$ cat config.mk
export PLATFORM = sky130hd
export DESIGN_NAME = counter_sweep_ctrl_flat
export DESIGN_NICKNAME = d
export VERILOG_FILES = /design/src/rtl/counter_sweep_if.sv /design/src/rtl/counter_sweep_ctrl.sv /design/src/flat_wrapper.sv
export SDC_FILE = /design/constraint.sdc
export NUM_CORES = 1
export LEC_CHECK = 0
export ABC_AREA = 1
export BUFFER_PORTS_ARGS = -buffer_cell sky130_fd_sc_hd__buf_2
export CAP_MARGIN = 20
export CORE_ASPECT_RATIO = 1.2
export CORE_MARGIN = 3
export CORE_UTILIZATION = 45
export CTS_BUF_LIST = sky130_fd_sc_hd__clkbuf_8
export CTS_CLUSTER_DIAMETER = 30
export CTS_CLUSTER_SIZE = 28
export DETAILED_ROUTE_END_ITERATION = 10
export PLACE_DENSITY = 0.68
export RECOVER_POWER = 50
export SLEW_MARGIN = 25
export SYNTH_ARGS = -nofsm -noshare
export SYNTH_HDL_FRONTEND = slang
export SYNTH_SLANG_ARGS = --single-unit
$ cat constraint.sdc
create_clock -name clk -period 1.6 [get_ports clk]
set_clock_uncertainty 0.05 [all_clocks]
set_input_delay 0.08 -clock clk [delete_from_list [all_inputs] [get_ports clk]]
set_output_delay 0.08 -clock clk [all_outputs]
set_load 0.05 [all_outputs]
$ cat src/rtl/counter_sweep_if.sv
// Control and status bundle for the sweep sequencer: run request, limits,
// and the count/status observed by display and test logic.
interface counter_sweep_if #(
   parameter int N    = 4,
   parameter int SW_W = 4
);
   logic            start;
   logic            abort;
   logic [N-1:0]    lo;
   logic [N-1:0]    hi;
   logic [SW_W-1:0] sweeps;
   logic [N-1:0]    count;
   logic            up_down;
   logic            busy;
   logic            at_limit;
   logic            done;
   logic            err;
   logic [SW_W-1:0] sweeps_done;

   modport master (
      output start, abort, lo, hi, sweeps,
      input  count, up_down, busy, at_limit, done, err, sweeps_done
   );

   modport slave (
      input  start, abort, lo, hi, sweeps,
      output count, up_down, busy, at_limit, done, err, sweeps_done
   );
endinterface

$ cat src/rtl/counter_sweep_ctrl.sv
// Triangular sweep sequencer over an N-bit up/down count: lo->hi->lo sweeps
// with a dwell at each limit, start/abort control and completion pulses.
module counter_sweep_ctrl #(
   parameter int N     = 4,
   parameter int DWELL = 2,
   parameter int SW_W  = 4
) (
   input logic             clk,
   input logic             reset,
   counter_sweep_if.slave  bus
);
   typedef enum logic [2:0] {IDLE, UP, TOP, DOWN, BOT} state_t;

   localparam logic [3:0] DWELL_LAST = 4'(DWELL - 1);

   state_t          state_q, state_d;
   logic [N-1:0]    count_q, count_d;
   logic [N-1:0]    lo_q, lo_d;
   logic [N-1:0]    hi_q, hi_d;
   logic [SW_W-1:0] sw_q, sw_d;
   logic [SW_W-1:0] sd_q, sd_d;
   logic [SW_W-1:0] sd_inc;
   logic [3:0]      dwell_q, dwell_d;
   logic            up_q, up_d;
   logic            done_q, done_d;
   logic            err_q, err_d;

   assign sd_inc = sd_q + 1'b1;

   always_ff @(posedge clk or negedge reset) begin
      if (!reset) begin
         state_q <= IDLE;
         count_q <= '0;
         lo_q    <= '0;
         hi_q    <= '0;
         sw_q    <= '0;
         sd_q    <= '0;
         dwell_q <= '0;
         up_q    <= 1'b1;
         done_q  <= 1'b0;
         err_q   <= 1'b0;
      end else begin
         state_q <= state_d;
         count_q <= count_d;
         lo_q    <= lo_d;
         hi_q    <= hi_d;
         sw_q    <= sw_d;
         sd_q    <= sd_d;
         dwell_q <= dwell_d;
         up_q    <= up_d;
         done_q  <= done_d;
         err_q   <= err_d;
      end
   end

   always_comb begin
      state_d = state_q;
      count_d = count_q;
      lo_d    = lo_q;
      hi_d    = hi_q;
      sw_d    = sw_q;
      sd_d    = sd_q;
      dwell_d = dwell_q;
      up_d    = up_q;
      done_d  = 1'b0;
      err_d   = 1'b0;

      if (state_q != IDLE && bus.abort) begin
         state_d = IDLE;
      end else begin
         case (state_q)
            IDLE: begin
               if (bus.start && !bus.abort) begin
                  if (bus.lo < bus.hi && bus.sweeps != '0) begin
                     // The skipped initial bottom dwell is folded in: go straight to UP at lo.
                     lo_d    = bus.lo;
                     hi_d    = bus.hi;
                     sw_d    = bus.sweeps;
                     count_d = bus.lo;
                     sd_d    = '0;
                     dwell_d = DWELL_LAST;
                     up_d    = 1'b1;
                     state_d = UP;
                  end else begin
                     err_d = 1'b1;
                  end
               end
            end
            UP: begin
               if (count_q != hi_q) begin
                  count_d = count_q + 1'b1;
               end else begin
                  dwell_d = DWELL_LAST;
                  state_d = TOP;
               end
            end
            TOP: begin
               if (dwell_q == '0) begin
                  count_d = hi_q - 1'b1;
                  up_d    = 1'b0;
                  state_d = DOWN;
               end else begin
                  dwell_d = dwell_q - 1'b1;
               end
            end
            DOWN: begin
               if (count_q != lo_q) begin
                  count_d = count_q - 1'b1;
               end else begin
                  dwell_d = DWELL_LAST;
                  state_d = BOT;
               end
            end
            BOT: begin
               if (dwell_q == '0) begin
                  sd_d = sd_inc;
                  if (sd_inc == sw_q) begin
                     done_d  = 1'b1;
                     state_d = IDLE;
                  end else begin
                     count_d = lo_q + 1'b1;
                     up_d    = 1'b1;
                     state_d = UP;
                  end
               end else begin
                  dwell_d = dwell_q - 1'b1;
               end
            end
            default: state_d = IDLE;
         endcase
      end
   end

   assign bus.count       = count_q;
   assign bus.up_down     = up_q;
   assign bus.busy        = (state_q != IDLE);
   assign bus.at_limit    = (state_q != IDLE) && (count_q == lo_q || count_q == hi_q);
   assign bus.done        = done_q;
   assign bus.err         = err_q;
   assign bus.sweeps_done = sd_q;
endmodule

$ cat src/flat_wrapper.sv
// flat-port wrapper written by rule: the top's interface ports become plain ports
module counter_sweep_ctrl_flat 
#(
   parameter int N     = 4,
   parameter int DWELL = 2,
   parameter int SW_W  = 4
)
  (clk, reset, bus_start, bus_abort, bus_lo, bus_hi, bus_sweeps, bus_count, bus_up_down, bus_busy, bus_at_limit, bus_done, bus_err, bus_sweeps_done);
  counter_sweep_if #(.N(N), .SW_W(SW_W)) bus_i ();
  input logic clk;
  input logic reset;
  input wire logic [$bits(bus_i.start)-1:0] bus_start;
  input wire logic [$bits(bus_i.abort)-1:0] bus_abort;
  input wire logic [$bits(bus_i.lo)-1:0] bus_lo;
  input wire logic [$bits(bus_i.hi)-1:0] bus_hi;
  input wire logic [$bits(bus_i.sweeps)-1:0] bus_sweeps;
  output wire logic [$bits(bus_i.count)-1:0] bus_count;
  output wire logic [$bits(bus_i.up_down)-1:0] bus_up_down;
  output wire logic [$bits(bus_i.busy)-1:0] bus_busy;
  output wire logic [$bits(bus_i.at_limit)-1:0] bus_at_limit;
  output wire logic [$bits(bus_i.done)-1:0] bus_done;
  output wire logic [$bits(bus_i.err)-1:0] bus_err;
  output wire logic [$bits(bus_i.sweeps_done)-1:0] bus_sweeps_done;
  assign bus_i.start = bus_start;
  assign bus_i.abort = bus_abort;
  assign bus_i.lo = bus_lo;
  assign bus_i.hi = bus_hi;
  assign bus_i.sweeps = bus_sweeps;
  assign bus_count = bus_i.count;
  assign bus_up_down = bus_i.up_down;
  assign bus_busy = bus_i.busy;
  assign bus_at_limit = bus_i.at_limit;
  assign bus_done = bus_i.done;
  assign bus_err = bus_i.err;
  assign bus_sweeps_done = bus_i.sweeps_done;
  counter_sweep_ctrl #(.N(N), .DWELL(DWELL), .SW_W(SW_W)) u_core (.clk(clk), .reset(reset), .bus(bus_i));
endmodule
# ---- Word level (Yosys, flattened, before mapping)
# Index checks and enable logic that the tools add are counted.
dict set report word_totals {
  reg_bits 30
  inputBits 16
  out_inout_bits 13
  word_cells 105
}
dict set report classes {
  n_addsub 6
  magnitude_cmp 1
  n_eq_ne 25
  n_mux 41
  n_bitwise 1
  reduce_logical 21
}
# cell n
set op_table {}
lappend op_table {{$mux 4} 15}
lappend op_table {{$mux 3} 7}
lappend op_table {{$pmux 4 s5} 1}
lappend op_table {{$pmux 4 s4} 1}
lappend op_table {{$pmux 3 s5} 1}
lappend op_table {{$mux 1} 14}
lappend op_table {{$reduce_and 7->1} 2}
lappend op_table {{$add 4x1->4 const B} 3}
lappend op_table {{$eq 4x4->1} 3}
lappend op_table {{$ne 2x1->1 const B} 6}
lappend op_table {{$ne 3x1->1 const B} 4}
lappend op_table {{$sub 4x1->4 const B} 3}
lappend op_table {{$reduce_and 9->1} 1}
lappend op_table {{$ne 2x2->1 const B} 4}
lappend op_table {{$ne 4x4->1} 2}
lappend op_table {{$pmux 4 s2} 1}
lappend op_table {{$reduce_bool 4->1} 2}
lappend op_table {{$eq 3x2->1 const B} 2}
lappend op_table {{$ne 3x2->1 const B} 2}
lappend op_table {{$reduce_and 6->1} 1}
lappend op_table {{$reduce_bool 3->1} 2}
lappend op_table {{$reduce_and 5->1} 1}
lappend op_table {{$reduce_bool 5->1} 1}
lappend op_table {{$logic_and 1x1->1} 4}
lappend op_table {{other kinds (12)} 12}

# ---- Longest topological paths before layout
# Gate-level depths: netlist of the first run.
dict set report logic_depth {
  depth_word 6
  mapped_depth 13
  mapped_depth_nobuf 13
}

# ---- Worst setup path after synthesis of the first run
# No wires, ideal clock.
dict set report synth_timing {
  path_kind {flip-flop to output port}
  start {reg u_core.count_q[1] (netlist: u_core.bus.count[1])}
  end {out bus_at_limit}
  arrival_ns 1.848
  required_ns 1.470
  slack_ns -0.378
  stages_incl_launch_ff 5
  n_path_buf 0
  cell_sequence {dfrtp_1 > xor2_1 > nor2_1 > nand2_1 > a21oi_1}
}
dict set report synth_via {
  elab_chain_len 3
  elab_cells_between_ends 4
  classes_between {eq/ne: 2; reduce/logical: 2}
}
# item line_no
set synth_lines {}
lappend synth_lines {{from (decl)} counter_sweep_ctrl.sv:17} ;# logic [N-1:0] count_q, count_d;
lappend synth_lines {{from (signal assigned)} counter_sweep_ctrl.sv:44} ;# count_q <= count_d;
lappend synth_lines {{$eq 4x4->1} counter_sweep_ctrl.sv:137} ;# assign bus.at_limit = (state_q != IDLE) && (count_q == lo_q || count_q == hi_q);
lappend synth_lines {{$logic_or 1x1->1 (*)} counter_sweep_ctrl.sv:137}
lappend synth_lines {{$logic_and 1x1->1 (*)} counter_sweep_ctrl.sv:137}
lappend synth_lines {{to (decl)} flat_wrapper.sv:20} ;# output wire logic [$bits(bus_i.at_limit)-1:0] bus_at_limit;
# Every way passes the cells marked *; elsewhere a longest branch is shown, timed or not.

# ---- Worst setup path in the final report of the first run
dict set report layout_timing {
  start {reg u_core.lo_q[1]}
  end {out bus_at_limit}
}
dict set report layout_via {
  elab_chain_len 3
}
# item line_no
set layout_lines {}
lappend layout_lines {{from (decl)} counter_sweep_ctrl.sv:18} ;# logic [N-1:0] lo_q, lo_d;
lappend layout_lines {{from (signal assigned)} counter_sweep_ctrl.sv:45} ;# lo_q <= lo_d;
lappend layout_lines {{$eq 4x4->1} counter_sweep_ctrl.sv:137}
lappend layout_lines {{$logic_or 1x1->1} counter_sweep_ctrl.sv:137}
lappend layout_lines {{$logic_and 1x1->1} counter_sweep_ctrl.sv:137}
# No other way between the ends.

==> results.json, run 1 <==
{
  "run_status": "finished with violations",
  "violations": "setup timing",
  "hold_ws_ns": 0.008040,
  "post-route-period-util": 1.069,
  "synth_area_leaders": "dfrtp_1, nand2_1, nand3_1",
  "slowest_stage": "dfrtp_2",
  "relSlewSlack": 0.4692,
  "setup_viol": 12,
  "syn_area_sq_um": 2057,
  "grt_max_degree": 31,
  "die_h_um": 80.06,
  "worst_slew_pin_slew_ns": 0.7962,
  "setup.worst_path.class": "reg -> out",
  "cts_buffers": 5,
  "critPathBufInv": 1,
  "gp_congestion": 0.8865,
  "num_vias": 2311,
  "cp.arrival_ns": 1.58,
  "io_pins": 29,
  "critPathTopFamily": "flip-flops",
  "wire_per_inst_um": 15.17,
  "placed_area_sq_um": 2609,
  "dp_hpwl_um": 4280,
  "overflow": 0,
  "synth_seq_cells": 30,
  "first_iter_violations": 184,
  "yosysSeqAreaShare": 0.3656,
  "ctsRootBufferMaster": "clkbuf_8",
  "dr.pass1.iters": 4,
  "viasPerCell": 5.136,
  "p_seq_frac": 0.193,
  "n_antenna_cell": 0,
  "final_antenna_net_count": 0,
  "timing.rr.start": "u_core.state_q[1]",
  "final_common_cell": "nand2_1",
  "syn_area_per_cell_sq_um": 6.997,
  "syn_inst": 294,
  "rsz0062_at_grt": "yes",
  "grt_antenna_before_repair": 0,
  "report.final.hold_viol_count": 0,
  "ir_worst_vdd_v": 0.001143,
  "p_sw_mw": 3.413,
  "clk_latency_ns": 0.29,
  "clock-sinks": 30,
  "netlist.top_cell.by_area": "dfrtp_1",
  "grt_pass1_vias": 2312,
  "synth_nets": 317,
  "dp.cells": 417,
  "clkPwrFrac": 0.111,
  "p_leak_nw": 1.754,
  "fmax_ghz": 0.5849,
  "drt_wl_total_um": 6827,
  "setup_tns_ns": -0.5359,
  "path_cells": "xor2_1 > nor2_1 > nand2_2 > a21oi_4 > buf_6",
  "drive_gt1_frac": 0.5102,
  "switching_share": 0.4734,
  "ys_types": 28,
  "die_w_um": 67.72,
  "netlist.area_leader.share": 0.3528,
  "dieArea_sq_um": 5422,
  "period_needed_ns": 1.710,
  "fin_util": 0.7713,
  "path_max_fanout": 3,
  "tritoncts": "built",
  "slew_viol_final": 0,
  "total_power_mw": 7.210,
  "pre_cts_slack_ns": -0.09273,
  "max_cap_violations": 0,
  "startpoint_type": "flip-flop",
  "grt_pass1_wl_um": 10280,
  "flow.area_growth_from_synthesis_pct": 62.23,
  "cp-end-kind": "output pin",
  "combPwrFrac": 0.697,
  "clk_pin_slew_ns": 0.06,
  "clock_path_buffers": 2,
  "start_util": 0.4754,
  "p_per_area_nw_per_um2": 2161,
  "final_cells": 450,
  "core_sq_um": 4327,
  "p_int_mw": 3.797,
  "grt.total_usage": 0.2523,
  "required_ns": 1.47,
  "fin_ws_ns": -0.1098,
  "nFillCells": 289,
  "h-tree-depth": 2,
  "most-common-layout-cells": "nand2_1, buf_4, inv_1",
  "rows": 26,
  "hold_path.class": "in -> reg",
  "synth-warning-count": 0,
  "final_area_sq_um": 3337,
  "critPathMaxStageDelay_ns": 0.45,
  "finalNetCount": 416,
  "numPortBuffers": 28,
  "drc": 0,
  "min-delay-start": "bus_hi[1]",
  "setup.worst_path.start": "u_core.lo_q[1]"
}
## registers in the layout, summed over array words and instances, names as in the netlist
register,flops
u_core.bus.sweeps_done,4
u_core.lo_q,4
u_core.state_q,3
u_core.hi_q,4
u_core.bus.count,4
u_core.dwell_q,4
u_core.bus.done,1
u_core.sw_q,4
u_core.bus.err,1
u_core.bus.up_down,1
## worst register-to-register path: cells and delay by family, from the launching register on
family / cells / cell delay [ns]
AO/OA/AOI/OAI: 1 / 0.09
adder cells (fa/ha/maj): 1 / 0.19
buffers and inverters: 1 / 0.13
flip-flops: 1 / 0.42
AND/OR/NAND/NOR: 8 / 0.71
## power by group through the flow
| stage | Sequential (mW) | Clock [mW] | Combinational (mW) |
|---|---|---|---|
| after global placement | 1.39 | 0 | 3.44 |
| after detailed placement | 1.40 | 0 | 3.48 |
| final | 1.39 | 0.797 | 5.02 |
| after floorplan | 1.64 | 0 | 1.96 |
| after CTS | 1.35 | 0.801 | 4.21 |
| after global routing | 1.43 | 0.832 | 5.46 |
## Yosys cell counts
cell,number
nand4_1,4
or2_2,1
o21ai_2,4
dfstp_2,1
nand3b_1,2
o211ai_1,1
nor2_4,4
a22oi_1,1
a21oi_1,3
o31ai_1,1
nand2_4,2
inv_2,4
xor2_1,11
buf_6,1
dfrtp_1,29
o21ai_1,10
nand2_1,101
o22ai_1,3
inv_4,1
xnor2_1,1
inv_1,35
nand2_2,5
buf_2,2
nand3_1,33
ha_1,7
nor2_1,22
nor3_1,1
o21ai_0,4
## final cells by class
cell class,instances,area [sq um],share of cell area
inverters,40,160.2,0.04799
clock inverters,2,33.78,0.01012
well taps,56,70.07,0.02100
flip-flops and latches,30,765.7,0.2295
repair buffers,95,757.0,0.2268
multi-input cells,221,1468,0.4398
clock buffers,6,82.58,0.02475
## final timing paths
check                                             to  slack (ns)  cells after the start
min in group asynchronous  u_core.bus.sweeps_done[2]        0.36                      2
min                                   u_core.hi_q[1]       0.008                      3
min reg2reg                       u_core.bus.up_down        0.43                      2
max                                     bus_at_limit       -0.11                      5
max reg2reg                      u_core.bus.count[2]       -0.10                     11
max in group asynchronous          u_core.state_q[0]        0.59                      2
## per-layer routing
metal  up-vias  global-route usage  part of all wire
met5         -                   0                 0
met4         0              0.1176             0.036
met3        17             0.04615             0.033
met2        55              0.4430              0.53
met1      1110              0.2876              0.40
li1       1129                   -                 -
## cell families after synthesis
| family | synth area share |
|---|---|
| buffers and inverters | 0.08455 |
| AO/OA/AOI/OAI | 0.07847 |
| AND/OR/NAND/NOR | 0.3777 |
| XOR/XNOR | 0.05109 |
| flip-flops | 0.3656 |
| adder cells (fa/ha/maj) | 0.04258 |
## what timing repair did
action,4_1_cts,5_1_grt
endpoints found under the hold margin,31,0
setup endpoints to repair,17,24
hold buffers,3,0
cloned,0,2
pin swaps,19,29
gates resized for setup,30,80
setup buffers,17,5
No activity file was read; power rests on OpenSTA's default activity.
==> run 2: changes to the inputs <==
--- a/config.mk
+++ b/config.mk
@@ -9,7 +9,7 @@
 export BUFFER_PORTS_ARGS = -buffer_cell sky130_fd_sc_hd__buf_2
 export CAP_MARGIN = 20
 export CORE_ASPECT_RATIO = 1.2
-export CORE_MARGIN = 3
+export CORE_MARGIN = 2
 export CORE_UTILIZATION = 45
 export CTS_BUF_LIST = sky130_fd_sc_hd__clkbuf_8
 export CTS_CLUSTER_DIAMETER = 30
==> results.json, run 2 (synthesized netlist as in run 1, its figures left out) <==
{
  "dp_hpwl_um": 4232,
  "rows": 26,
  "seq_area_sq_um": 764.5,
  "combPwrFrac": 0.663,
  "clock-sinks": 30,
  "clock_path_buffers": 2,
  "setup_viol": 5,
  "dp.cells": 417,
  "hold_path.class": "in -> reg",
  "drt_wl_total_um": 5734,
  "startpoint_type": "flip-flop",
  "setup.worst_path.class": "reg -> reg",
  "gp_congestion": 0.9280,
  "dieArea_sq_um": 5130,
  "final_antenna_net_count": 0,
  "fmax_ghz": 0.5915,
  "finalNetCount": 404,
  "violations": "setup timing",
  "report.final.hold_viol_count": 0,
  "p_sw_mw": 2.906,
  "cts_buffers": 5,
  "tritoncts": "built",
  "final_cells": 438,
  "num_vias": 2212,
  "grt_pass1_wl_um": 9556,
  "clkPwrFrac": 0.107,
  "ir_worst_vdd_v": 0.001206,
  "placed_area_sq_um": 2596,
  "path_max_fanout": 6,
  "clk_pin_slew_ns": 0.07,
  "min-delay-start": "bus_hi[2]",
  "critPathMaxStageDelay_ns": 0.43,
  "slew_viol_final": 0,
  "flow.area_growth_from_synthesis_pct": 42.46,
  "critPathBufInv": 0,
  "cp.arrival_ns": 1.81,
  "max_cap_violations": 0,
  "rr_endpoint": "u_core.bus.count[1]",
  "min_to": "u_core.hi_q[2]",
  "relSlewSlack": 0.4891,
  "period_needed_ns": 1.691,
  "die_h_um": 78.06,
  "grt_pass1_vias": 2103,
  "nFillCells": 377,
  "wire_per_inst_um": 13.09,
  "first_iter_violations": 129,
  "fin_ws_ns": -0.09060,
  "hold_depth": 3,
  "viasPerCell": 5.050,
  "crit_top_cell": "nand2_1",
  "path_cells": "nor2_4 > nand3_1 > nand2_2 > ha_4 > a22oi_2 > o31ai_1 > nand2_1 > nand2_1",
  "p_int_mw": 3.097,
  "most-common-layout-cells": "nand2_1, buf_4, inv_1",
  "dr.pass1.iters": 5,
  "timing.rr.start": "u_core.state_q[1]",
  "numPortBuffers": 28,
  "grt.total_usage": 0.2426,
  "p_leak_nw": 1.596,
  "multi_input_area_sq_um": 1276,
  "r2r_setup_slack_ns": -0.09,
  "die_w_um": 65.72,
  "required_ns": 1.72,
  "drive_gt1_frac": 0.3822,
  "switching_share": 0.4840,
  "h-tree-depth": 2,
  "rsz0062_at_grt": "yes",
  "io_pins": 29,
  "grt_max_degree": 31,
  "critPathTopFamily": "simple AND/OR/NAND/NOR gates",
  "ctsRootBufferMaster": "clkbuf_8",
  "core_sq_um": 4327,
  "grt_antenna_before_repair": 0,
  "post-route-period-util": 1.057,
  "hold_ws_ns": 0.002381,
  "n_antenna_cell": 0,
  "cp-end-kind": "flip-flop",
  "slowest_stage": "dfrtp_2",
  "start_util": 0.4754,
  "reg2reg_depth": 8,
  "p_per_area_nw_per_um2": 2049,
  "worst_slew_pin_slew_ns": 0.7664,
  "run_status": "finished with violations",
  "drc": 0,
  "clk_latency_ns": 0.29,
  "final_common_cell": "nand2_1",
  "final_area_sq_um": 2930,
  "p_seq_frac": 0.231,
  "setup_tns_ns": -0.2012,
  "overflow": 0
}
run 2: cell types whose count changed in the layout (fill, tap and decap cells not counted), sizes merged:
cell,delta
buf,-13
dlygate4sd3,+1
clkinv,+1
bufinv,-1
run 2: per-stage QoR:
step | power [mW] | util | setup slack (ns)
floorplan | 3.600 | - | -0.1020
global placement | 4.768 | 0.6001 | -0.1049
detailed placement | 4.822 | 0.6001 | -0.1435
CTS | 5.703 | 0.6489 | -0.08677
global route | 6.490 | 0.6773 | -0.1977
finish | 6.003 | 0.6773 | -0.09060
run 2: worst max-delay path by stage:
stage / start / endpoint / slack, ns / cells after the start
2_1_floorplan: u_core.state_q[1] / u_core.bus.count[1] / -0.10 / 9
3_3_place_gp: u_core.bus.sweeps_done[1] / u_core.bus.count[1] / -0.10 / 10
3_5_place_dp: u_core.state_q[1] / u_core.bus.count[0] / -0.14 / 8
4_1_cts: u_core.bus.count[1] / bus_at_limit / -0.09 / 5
5_1_grt: u_core.state_q[1] / u_core.bus.count[1] / -0.20 / 8
6_report: u_core.state_q[1] / u_core.bus.count[1] / -0.09 / 8
run 2: layout make-up:
cell class | instances | share of cell area
inverters | 40 | 0.05209
repair buffers | 83 | 0.1964
flip-flops and latches | 30 | 0.2609
well taps | 56 | 0.02391
multi-input cells | 221 | 0.4355
clock buffers | 6 | 0.02818
clock inverters | 2 | 0.002989
run 2: per-layer routing:
metal / global-route usage / wire (um) / vias to the layer above
met4: 0.1229 / 246 / 0
met1: 0.2961 / 2451 / 1014
met5: 0 / 0 / -
met2: 0.4010 / 2811 / 70
li1: - / - / 1106
met3: 0.04728 / 225 / 22
run 2: what timing repair did:
item                       CTS  global route
pin swaps                    7            10
hold endpoints to repair    32             0
setup endpoints to repair   13            28
setup buffers                4             6
hold buffers                 4             0
resized for setup           19            23
run 2: power by group through the flow:
stage	sequential [mW]	combinational, mW	clock, mW
after floorplan	1.64	1.96	0
after global placement	1.40	3.37	0
after detailed placement	1.41	3.41	0
after CTS	1.40	3.65	0.655
after global routing	1.42	4.38	0.692
final	1.38	3.98	0.640
run 2: worst register-to-register path, delay by kind of cell (launching register included):
kind,cells,cell delay (ns)
compound gates,2,0.22
fa+ha+maj,1,0.21
flops,1,0.43
simple gates,5,0.67
==> run 3: changes to the inputs <==
==> constraint.sdc (replaced) <==
create_clock -name clk -period 1.6 [get_ports clk]
set_clock_uncertainty 0.05 [all_clocks]
set_input_delay 0.08 -clock clk [delete_from_list [all_inputs] [get_ports clk]]
set_output_delay 0.08 -clock clk [all_outputs]
set_load 0.005 [all_outputs]
==> results.json, run 3 (synthesized netlist as in run 1, its figures left out) <==
{
  "post-route-period-util": 1.025,
  "period_needed_ns": 1.640,
  "worst_slew_pin_slew_ns": 0.7560,
  "numPortBuffers": 28,
  "fmax_ghz": 0.6098,
  "cp-end-kind": "output pin",
  "p_seq_frac": 0.241,
  "hold_ws_ns": 0.01194,
  "rsz0062_at_grt": "yes",
  "switching_share": 0.4553,
  "combPwrFrac": 0.655,
  "dieArea_sq_um": 5130,
  "report.final.hold_viol_count": 0,
  "relSlewSlack": 0.4960,
  "drive_gt1_frac": 0.4215,
  "final_cells": 438,
  "ir_worst_vdd_v": 0.0009484,
  "pre_cts_slack_ns": -0.08201,
  "flow.area_growth_from_synthesis_pct": 47.26,
  "setup_tns_ns": -0.07688,
  "clock_path_buffers": 2,
  "setup_viol": 3,
  "setup.worst_path.class": "reg -> out",
  "ctsRootBufferMaster": "clkbuf_8",
  "grt.total_usage": 0.2442,
  "viasPerCell": 5.066,
  "grt_antenna_before_repair": 0,
  "wire_per_inst_um": 13.11,
  "seq_area_sq_um": 759.5,
  "start_util": 0.4754,
  "die_h_um": 78.06,
  "nFillCells": 366,
  "gp_congestion": 0.8673,
  "clk_pin_slew_ns": 0.07,
  "n_antenna_cell": 0,
  "multi_input_area_sq_um": 1361,
  "clkPwrFrac": 0.104,
  "num_vias": 2219,
  "required_ns": 1.47,
  "grt_pass1_vias": 2180,
  "hold_path.class": "in -> reg",
  "final_antenna_net_count": 0,
  "die_w_um": 65.72,
  "tritoncts": "built",
  "final_common_cell": "nand2_1",
  "cts_buffers": 5,
  "path_max_fanout": 5,
  "rows": 26,
  "run_status": "finished with violations",
  "first_iter_violations": 116,
  "h-tree-depth": 2,
  "dr.pass1.iters": 4,
  "slew_viol_final": 0,
  "violations": "setup timing",
  "dp.cells": 414,
  "overflow": 0,
  "dp_hpwl_um": 4143,
  "io_pins": 29,
  "finalNetCount": 404,
  "most-common-layout-cells": "nand2_1, buf_4, inv_1",
  "fin_ws_ns": -0.03980,
  "p_sw_mw": 2.649,
  "core_sq_um": 4327,
  "p_leak_nw": 1.627,
  "startpoint_type": "flip-flop",
  "drt_wl_total_um": 5740,
  "drc": 0,
  "p_per_area_nw_per_um2": 1921,
  "p_int_mw": 3.170,
  "clk_latency_ns": 0.29,
  "cp.arrival_ns": 1.51,
  "total_power_mw": 5.819,
  "clock-sinks": 30,
  "grt_pass1_wl_um": 9660,
  "grt_max_degree": 31,
  "max_cap_violations": 0
}
## run 3: final timing paths
kind	startpoint	to	slack [ns]	cells past startpoint
min in group asynchronous	reset	u_core.bus.sweeps_done[3]	0.34	2
worst min register to register	u_core.bus.up_down	u_core.bus.up_down	0.45	2
max in group asynchronous	reset	u_core.state_q[2]	0.63	2
worst max-delay path	u_core.bus.count[0]	bus_at_limit	-0.04	5
worst min-delay path	bus_hi[3]	u_core.hi_q[3]	0.01	3
worst max register to register	u_core.state_q[1]	u_core.bus.count[1]	-0.03	8
## run 3: stage by stage
step                      area (sq um)  utilization
after floorplan                   2081            -
after global placement            2575       0.5951
after detailed placement          2575       0.5951
after CTS                         2773       0.6408
after global routing              3029       0.7001
final                             3029       0.7001
## run 3: power groups by stage
stage	logic (mW)	registers [mW]	clock network, mW
floorplan	1.82	1.35	0
global placement	2.88	1.39	0
detailed placement	2.93	1.40	0
CTS	3.16	1.40	0.625
global route	4.25	1.44	0.660
finish	3.81	1.40	0.604
## run 3: what timing repair did
action / 4_1_cts / 5_1_grt
pin swaps: 8 / 20
setup endpoints to repair: 13 / 29
endpoints found under the hold margin: 32 / 0
setup buffers: 3 / 8
gates cloned: 0 / 1
hold buffers: 4 / 0
gates resized for setup: 18 / 54
## run 3: metal layers
metal  up-vias  share of wire  GRT usage
met5         -              0          0
met4         0          0.013     0.1083
met3         9          0.053    0.05014
met2        72           0.52     0.4172
met1      1021           0.41     0.2907
li1       1117              -          -
## run 3: layout make-up
cell class / instances / area share
multi-input cells: 221 / 0.4494
well taps: 56 / 0.02313
inverters: 40 / 0.05122
clock inverters: 3 / 0.004544
clock buffers: 5 / 0.02272
repair buffers: 83 / 0.1983
flip-flops and latches: 30 / 0.2507
## run 3: worst max-delay path: stages, from the launching register on
cell and delay [ns]:
dfrtp_2 0.46, xor2_1 0.17, nor2_1 0.17, nand2_1 0.13, a21oi_2 0.16, buf_2 0.13
